[src/rtl/regfile_pkg.sv]
// Shared defaults and bus helpers for the bypassing, scoreboarded register file.
package regfile_pkg;

  localparam int DATA_W_DEF = 32;
  localparam int ADDR_W_DEF = 5;
  localparam int ZERO_ADDR  = 0;

  // Widest packed bus the slice helper accepts: 4 ports x 32 bits.
  localparam int SLICE_BUS_W = 128;
  localparam int SLICE_W     = 32;

  // Returns field idx of a packed bus made of width-bit fields. Callers
  // zero-extend the bus and truncate the result to their field width.
  function automatic logic [SLICE_W-1:0] bus_slice(input logic [SLICE_BUS_W-1:0] bus,
                                                   input int idx, input int width);
    return SLICE_W'(bus >> (idx * width));
  endfunction

endpackage

[src/rtl/rf_busy_table.sv]
// Per-register busy scoreboard: reserve sets, writeback clears, flush squashes.
module rf_busy_table
  import regfile_pkg::*;
#(
  parameter int ADDR_W   = ADDR_W_DEF,
  parameter int NUM_RD   = 2,
  parameter bit ZERO_REG = 1'b1,
  parameter bit BYPASS   = 1'b1
) (
  input  logic                     clock,
  input  logic                     reset_n,
  input  logic                     wr_en,
  input  logic [ADDR_W-1:0]        wr_addr,
  input  logic                     res_en,
  input  logic [ADDR_W-1:0]        res_addr,
  input  logic                     flush,
  input  logic [NUM_RD*ADDR_W-1:0] rd_addr,
  output logic [NUM_RD-1:0]        rd_busy
);

  localparam int DEPTH = 2 ** ADDR_W;

  logic [DEPTH-1:0] busy_q, busy_d;
  logic             res_ok;

  assign res_ok = res_en && !(ZERO_REG && res_addr == ADDR_W'(ZERO_ADDR));

  // Later assignments win: flush, then writeback clear, then the newer reserve.
  always_comb begin
    // NOTE: every always_comb output gets a default first so no path infers a latch.
    busy_d = flush ? '0 : busy_q;
    if (wr_en)  busy_d[wr_addr]  = 1'b0;
    if (res_ok) busy_d[res_addr] = 1'b1;
  end

  always_ff @(posedge clock or negedge reset_n) begin
    // NOTE: state updates use <= so every flop samples pre-edge values.
    if (!reset_n) busy_q <= '0;
    else          busy_q <= busy_d;
  end

  for (genvar p = 0; p < NUM_RD; p++) begin : g_rd
    logic [ADDR_W-1:0] addr;
    logic              is_zero, hit;
    assign addr    = ADDR_W'(bus_slice(SLICE_BUS_W'(rd_addr), p, ADDR_W));
    assign is_zero = ZERO_REG && addr == ADDR_W'(ZERO_ADDR);
    assign hit     = BYPASS && wr_en && wr_addr == addr;
    assign rd_busy[p] = !is_zero && !hit && busy_q[addr];
  end

endmodule

[src/rtl/regfile_bypass_sb.sv]
// Multi-port register file with zero register, write-to-read bypass and busy scoreboard.
module regfile_bypass_sb
  import regfile_pkg::*;
#(
  parameter int DATA_W   = DATA_W_DEF,
  parameter int ADDR_W   = ADDR_W_DEF,
  parameter int NUM_RD   = 2,
  parameter bit ZERO_REG = 1'b1,
  parameter bit BYPASS   = 1'b1
) (
  input  logic                     clock,
  input  logic                     reset_n,
  input  logic [NUM_RD*ADDR_W-1:0] rd_addr,
  output logic [NUM_RD*DATA_W-1:0] rd_data,
  output logic [NUM_RD-1:0]        rd_busy,
  input  logic                     wr_en,
  input  logic [ADDR_W-1:0]        wr_addr,
  input  logic [DATA_W-1:0]        wr_data,
  input  logic                     res_en,
  input  logic [ADDR_W-1:0]        res_addr,
  input  logic                     flush
);

  localparam int DEPTH = 2 ** ADDR_W;

  logic [DATA_W-1:0] regs_q [DEPTH];
  logic              wr_ok;

  assign wr_ok = wr_en && !(ZERO_REG && wr_addr == ADDR_W'(ZERO_ADDR));

  always_ff @(posedge clock or negedge reset_n) begin
    if (!reset_n) begin
      // NOTE: the array is reset because reads must return 0 right after reset;
      // storage without that need would skip the reset to stay RAM-mappable.
      for (int i = 0; i < DEPTH; i++) regs_q[i] <= '0;
    end else if (wr_ok) begin
      regs_q[wr_addr] <= wr_data;
    end
  end

  for (genvar p = 0; p < NUM_RD; p++) begin : g_rd
    logic [ADDR_W-1:0] addr;
    logic              is_zero, hit;
    assign addr    = ADDR_W'(bus_slice(SLICE_BUS_W'(rd_addr), p, ADDR_W));
    assign is_zero = ZERO_REG && addr == ADDR_W'(ZERO_ADDR);
    assign hit     = BYPASS && wr_en && wr_addr == addr;
    assign rd_data[p*DATA_W +: DATA_W] = is_zero ? '0 :
                                         hit     ? wr_data : regs_q[addr];
  end

  rf_busy_table #(
    .ADDR_W  (ADDR_W),
    .NUM_RD  (NUM_RD),
    .ZERO_REG(ZERO_REG),
    .BYPASS  (BYPASS)
  ) u_busy (
    .clock   (clock),
    .reset_n (reset_n),
    .wr_en   (wr_en),
    .wr_addr (wr_addr),
    .res_en  (res_en),
    .res_addr(res_addr),
    .flush   (flush),
    .rd_addr (rd_addr),
    .rd_busy (rd_busy)
  );

endmodule

[config.mk]
export PLATFORM = sky130hd
export DESIGN_NAME = regfile_bypass_sb
export DESIGN_NICKNAME = d
export VERILOG_FILES = /design/src/rtl/regfile_pkg.sv /design/src/rtl/rf_busy_table.sv /design/src/rtl/regfile_bypass_sb.sv
export SDC_FILE = /design/constraint.sdc
export NUM_CORES = 2
export LEC_CHECK = 0
export BUFFER_PORTS_ARGS = -buffer_cell sky130_fd_sc_hd__buf_2
export CORE_MARGIN = 2
export CORE_UTILIZATION = 40
export DETAILED_ROUTE_END_ITERATION = 7
export GPL_TIMING_DRIVEN = 0
export SETUP_SLACK_MARGIN = 0.15
export SLEW_MARGIN = 20
export SYNTH_ARGS = -nofsm -noshare
export SYNTH_HDL_FRONTEND = slang
export SYNTH_SLANG_ARGS = --single-unit
export TNS_END_PERCENT = 30
[constraint.sdc]
create_clock -name clock -period 4.9 [get_ports clock]
set_input_delay 0.49 -clock clock [delete_from_list [all_inputs] [get_ports clock]]
set_output_delay 0.49 -clock clock [all_outputs]
set_load 0.05 [all_outputs]
; After elaboration in Yosys (flattened, before gate mapping)
; Index checks and enable logic that the tools add are counted.
[word_totals]
register_bits = 1056
in_bits = 57
output_inout_bits = 66
wordCells = 96
[op_classes]
n_lt_le_gt_ge = 10
eq_ne = 2
mux = 24
bitwise_logic = 6
reduce_logical = 21
[ops]
columns = cell, count
row1 = 1024-bit bitwise mux, 1
row2 = 32-bit two-way mux, 12
row3 = 32-bit binary-select mux with 5-bit select, 2
row4 = 32-bit demux with 5-bit select, 1
row5 = 32-bit AND, 1
row6 = 32-bit inverter, 1
row7 = 32-bit OR, 1
row8 = "5-bit by 6-bit < comparator with 1-bit output, second input constant", 4
row9 = 5-bit logical NOT, 4
row10 = "6-bit greater-or-equal comparator, second input constant", 3
row11 = 5-bit inverter with 6-bit output, 3
row12 = 1-bit logical AND, 11
row13 = 1-bit binary-select mux with 5-bit select, 2
row14 = 1-bit demux with 5-bit select, 2
row15 = 5-bit == test, 2
row16 = "5-bit by 1-bit greater-or-equal comparator with 1-bit output, second input constant", 2
row17 = 1-bit logical NOT, 6
row18 = "6-bit by 1-bit < comparator with 1-bit output, second input constant", 1
row19 = 1-bit two-way mux, 4

; Depth between registers and ports, before layout
[depth]
depth_word = 9
depth_mapped = 10
depth_no_buf = 5

; By module
; A second synthesis with hierarchy kept.
[hier_totals]
cells_unflattened = 4054
area_unflattened_um2 = 57266.2
[by_module_without_submodules]
columns = mod, instances, cells_each, area_each_um2, seq_area_each_um2
row1 = regfile_bypass_sb, 1, 3808, 54933.9, 25624.6
row2 = rf_busy_table, 1, 246, 2332.2, 800.8

; Least setup slack after synthesis
; No wires, ideal clock.
[synth_path]
kind = in2out
from = input rd_addr[2]
to = output rd_busy[0]
arrival_time_ns = 2.908
required_ns = 4.410
slack_ns = 1.502
stages = 7
path_buffers = 4
path_cell_list = buf_2 -> buf_2 -> buf_2 -> buf_1 -> a211oi_1 -> a211o_1 -> a21boi_0
[synth_between]
elab_chain_len = 5
elab_cells_between_ends = 9
cone_classes = eq/ne (1) / mux (2) / reduce/logical (6)
[synth_rtl]
columns = element, line
row1 = start: declaration, regfile_bypass_sb.sv:13  ; input logic [NUM_RD*ADDR_W-1:0] rd_addr,
row2 = branches (longest 4 deep; another with 1-bit binary-select mux with 5-bit select), --
row3 = 1-bit logical AND (*), rf_busy_table.sv:48  ; assign rd_busy[p] = !is_zero && !hit && busy_q[addr];
row4 = end: declaration, regfile_bypass_sb.sv:15  ; output logic [NUM_RD-1:0] rd_busy,
; Every way passes the cells marked *. The select of a mux whose other input is x is not followed.

; Worst setup path after layout
[layout_path]
from = input rd_addr[6]
to = output rd_data[43]
[layout_between]
elab_chain_len = 6
elab_cells_between_ends = 9
cone_classes = eq/ne (1) / mux (5) / bitwise (1) / reduce/logical (2)
[layout_rtl]
columns = element, line
row1 = 5-bit inverter with 6-bit output (implied by the code), regfile_bypass_sb.sv:48  ; hit ? wr_data : regs_q[addr];
row2 = 32-bit binary-select mux with 5-bit select, regfile_bypass_sb.sv:48
row3 = 32-bit two-way mux (implied by the code) (2 in series), regfile_bypass_sb.sv:48
row4 = 32-bit two-way mux, regfile_bypass_sb.sv:48
row5 = 32-bit two-way mux (*), regfile_bypass_sb.sv:47  ; assign rd_data[p*DATA_W +: DATA_W] = is_zero ? '0 :
row6 = end: declaration, regfile_bypass_sb.sv:14  ; output logic [NUM_RD*DATA_W-1:0] rd_data,
; Mark *: on every way between the ends. The rest lies on a longest branch, timed or not. The select of a mux whose other input is x is not followed.

==> reports/results.tsv <==
metric	value	unit
most frequent cells in the layout	dfrtp_1, mux2_2, mux4_2	
vias per inst	6.829	
Setup violations, final	4	
hold path start	wr_data[13]	
post-placement cell area	60100	um^2
core area	141100	um^2
syn_area_per_cell	14.60	um^2
vias in the first global route	41154	
global-route wire length before repair	338900	um
Final Critical Period	4.984	ns
GR Util All Layers	0.3398	
Distinct cells, synth	63	
CTS tree	yes	
CP Max Fanout	10	
Post-Route WL	249400	um
pwr dens	416.7	nW/um^2
Clock Power Share	0.342	
Synth-to-Final Area Change	13.03	%
Root Buffer	clkbuf_16	
max_slew headroom	0.02325	
Final nets	4187	
Arr. time, crit path	4.49	ns
Die Ht	380.4	um
chip width	380.4	um
startpoint types	input port	
Setup WS pre-CTS	-0.1623	ns
fin area	64070	um^2
Clock Skews	0	ns
Buffers on Ports	108	
share of layout cells above drive strength 1	0.4782	
routed via count	41815	
period utilization	1.017	
Synth Cell Area	56680	um^2
flop-to-flop setup slack	3.83	ns
clock sinks	1056	
commonest non-fill, non-tap cell in the layout	dfrtp_1	
cell-internal power	18.57	mW
DRT iter0 DRCs	5770	
pin slew with the least headroom to its limit	1.447	ns
initial antenna violation count	26	
detailed-routing iteration count for the pre-antenna-repair pass	6	
status	finished, violations left	
asr flop ratio synth	1.000	
area leader, netlist	dfrtp_1	
crit path from	rd_addr[6]	
Avg WL per Cell	40.73	um
num ports	123	
Fmax achieved	200.6	MHz
clock latency at the later pin of the worst-skew pair	0.75	ns
clock-pin slew on the worst setup and hold paths	0.06	ns
DRC	0	
Leak Pwr	27.50	nW
Seq/Total Area, Yosys	0.4662	
Synth top area share	0.4662	
VDD IR max	357.6	uV
Post-DP HPWL	173000	um
RD Place Congestion	0.9788	
clock buffer depth	3	
Die ar.	144700	um^2
max_cap viols	1	
Cells after Synth	3883	
Post-synth EDFFs	0	
depth of the CTS H-tree	3	
setup ws final	-0.08430	ns
fin. max-slew vios	0	
gr ovfl total	0	
Starting Density	0.4018	
violated checks	capacitance limit, setup timing	
Rows	138	
syn_nets	3940	
final cell count without fillers	6123	
Final Hold Fails	0	
Setup crit end kind	output pin	
warning count from the yosys run	0	
Switching Share	0.3044	
CTS Buf Count	118	
Seq pwr share	0.433	
RSZ-0062 raised after global routing	yes	
Placed Cells	5897	
Power Total	26.70	mW
ANT nets after route	0	
leading register cell type out of synthesis	dfrtp_1	
Hold Slack	0.03121	ns
dominant cells by area after synthesis	dfrtp_1, mux2_2, mux4_2	
Hold WC Path Type	input port to register	
largest net degree at the start of global routing	132	
Synth Register Bits	1056	
post-CTS setup buffers	0	
WS Path Type	input port to output pin	
combinational share of power	0.225	
worst reg2reg startpoint	u_busy.busy_q[0]$_DFF_PN0_	
Worst Path Required	4.41	ns
net load switching power	8.127	mW
power by group through the flow:
stage	registers, mW	logic (mW)	clock network (mW)
after detailed placement	11.6	5.86	0
after floorplan	11.2	4.13	0
after global routing	11.7	6.20	9.52
final	11.6	6.00	9.14
after CTS	11.5	5.88	9.16
after global placement	11.6	5.72	0
kinds of logic after synthesis:
group,count (synthesis),synth area share
compound gates,422,0.05432
xor+xnor,10,0.001545
buf+inv,465,0.03900
flops,1056,0.4662
mux,1638,0.4125
simple gates,292,0.02638
sequential cells by signal, summed over array words and instances, names as in the netlist:
name           count
regs_q          1024
u_busy.busy_q     32
metal layers:
metal	wire length, um	global-route usage
met5	293	0.005952
met4	21670	0.2382
met3	32520	0.1336
met2	103700	0.4762
met1	91230	0.4281
critical path, cell delays in order:
cell and delay (ns):
buf_2 0.29, buf_4 0.28, buf_2 0.30, or2_2 0.19, clkbuf_1 0.91, o22ai_1 0.26, o311ai_0 1.00, a22o_1 0.43
buf_2 0.33
synth_stat cells (all sizes together) (26+ instances only):
cell	count
nor2	61
nor3	31
mux4	454
nand3	26
o22ai	72
a21oi	32
clkbuf	238
a22oi	81
o21ai	51
dfrtp	1056
mux2i	160
mux2	1024
a22o	26
nand2	80
buf	208
a211oi	30
stage by stage:
| step | TNS [ns] | util |
|---|---|---|
| floorplan | 0 | - |
| global placement | - | 0.4224 |
| detailed placement | -0.4255 | 0.4260 |
| CTS | 0 | 0.4538 |
| global route | 0 | 0.4540 |
| finish | -0.2599 | 0.4542 |
what timing repair did:
item / 4_1_cts / 5_1_grt
endpoints found under the hold margin: 80 / 0
hold buffers: 2 / 0
pin swaps: 0 / 0
resized for setup: 1 / 3
endpoints found under the setup margin: 7 / 3
worst paths after layout:
check	endpoint	depth (start not counted)
max	rd_data[43]	9
min	regs_q[77]$_DFFE_PN0P_	2
max reg2reg	u_busy.busy_q[0]$_DFF_PN0_	2
min reg2reg	regs_q[993]$_DFFE_PN0P_	1
max in group asynchronous	regs_q[182]$_DFFE_PN0P_	5
min in group asynchronous	regs_q[324]$_DFFE_PN0P_	2
layout make-up:
type	instances	area [um^2]
Clock buffer	185	3557
Timing Repair Buffer	127	1007
Sequential cell	1056	26430
Buffer	446	2215
Fill cell	12705	77000
Multi-Input combinational cell	2362	28060
Inverter	19	71.32
Antenna cell	9	22.52
Clock inverter	29	344.1
Tap cell	1890	2365
(Power assumes the default switching activity.)
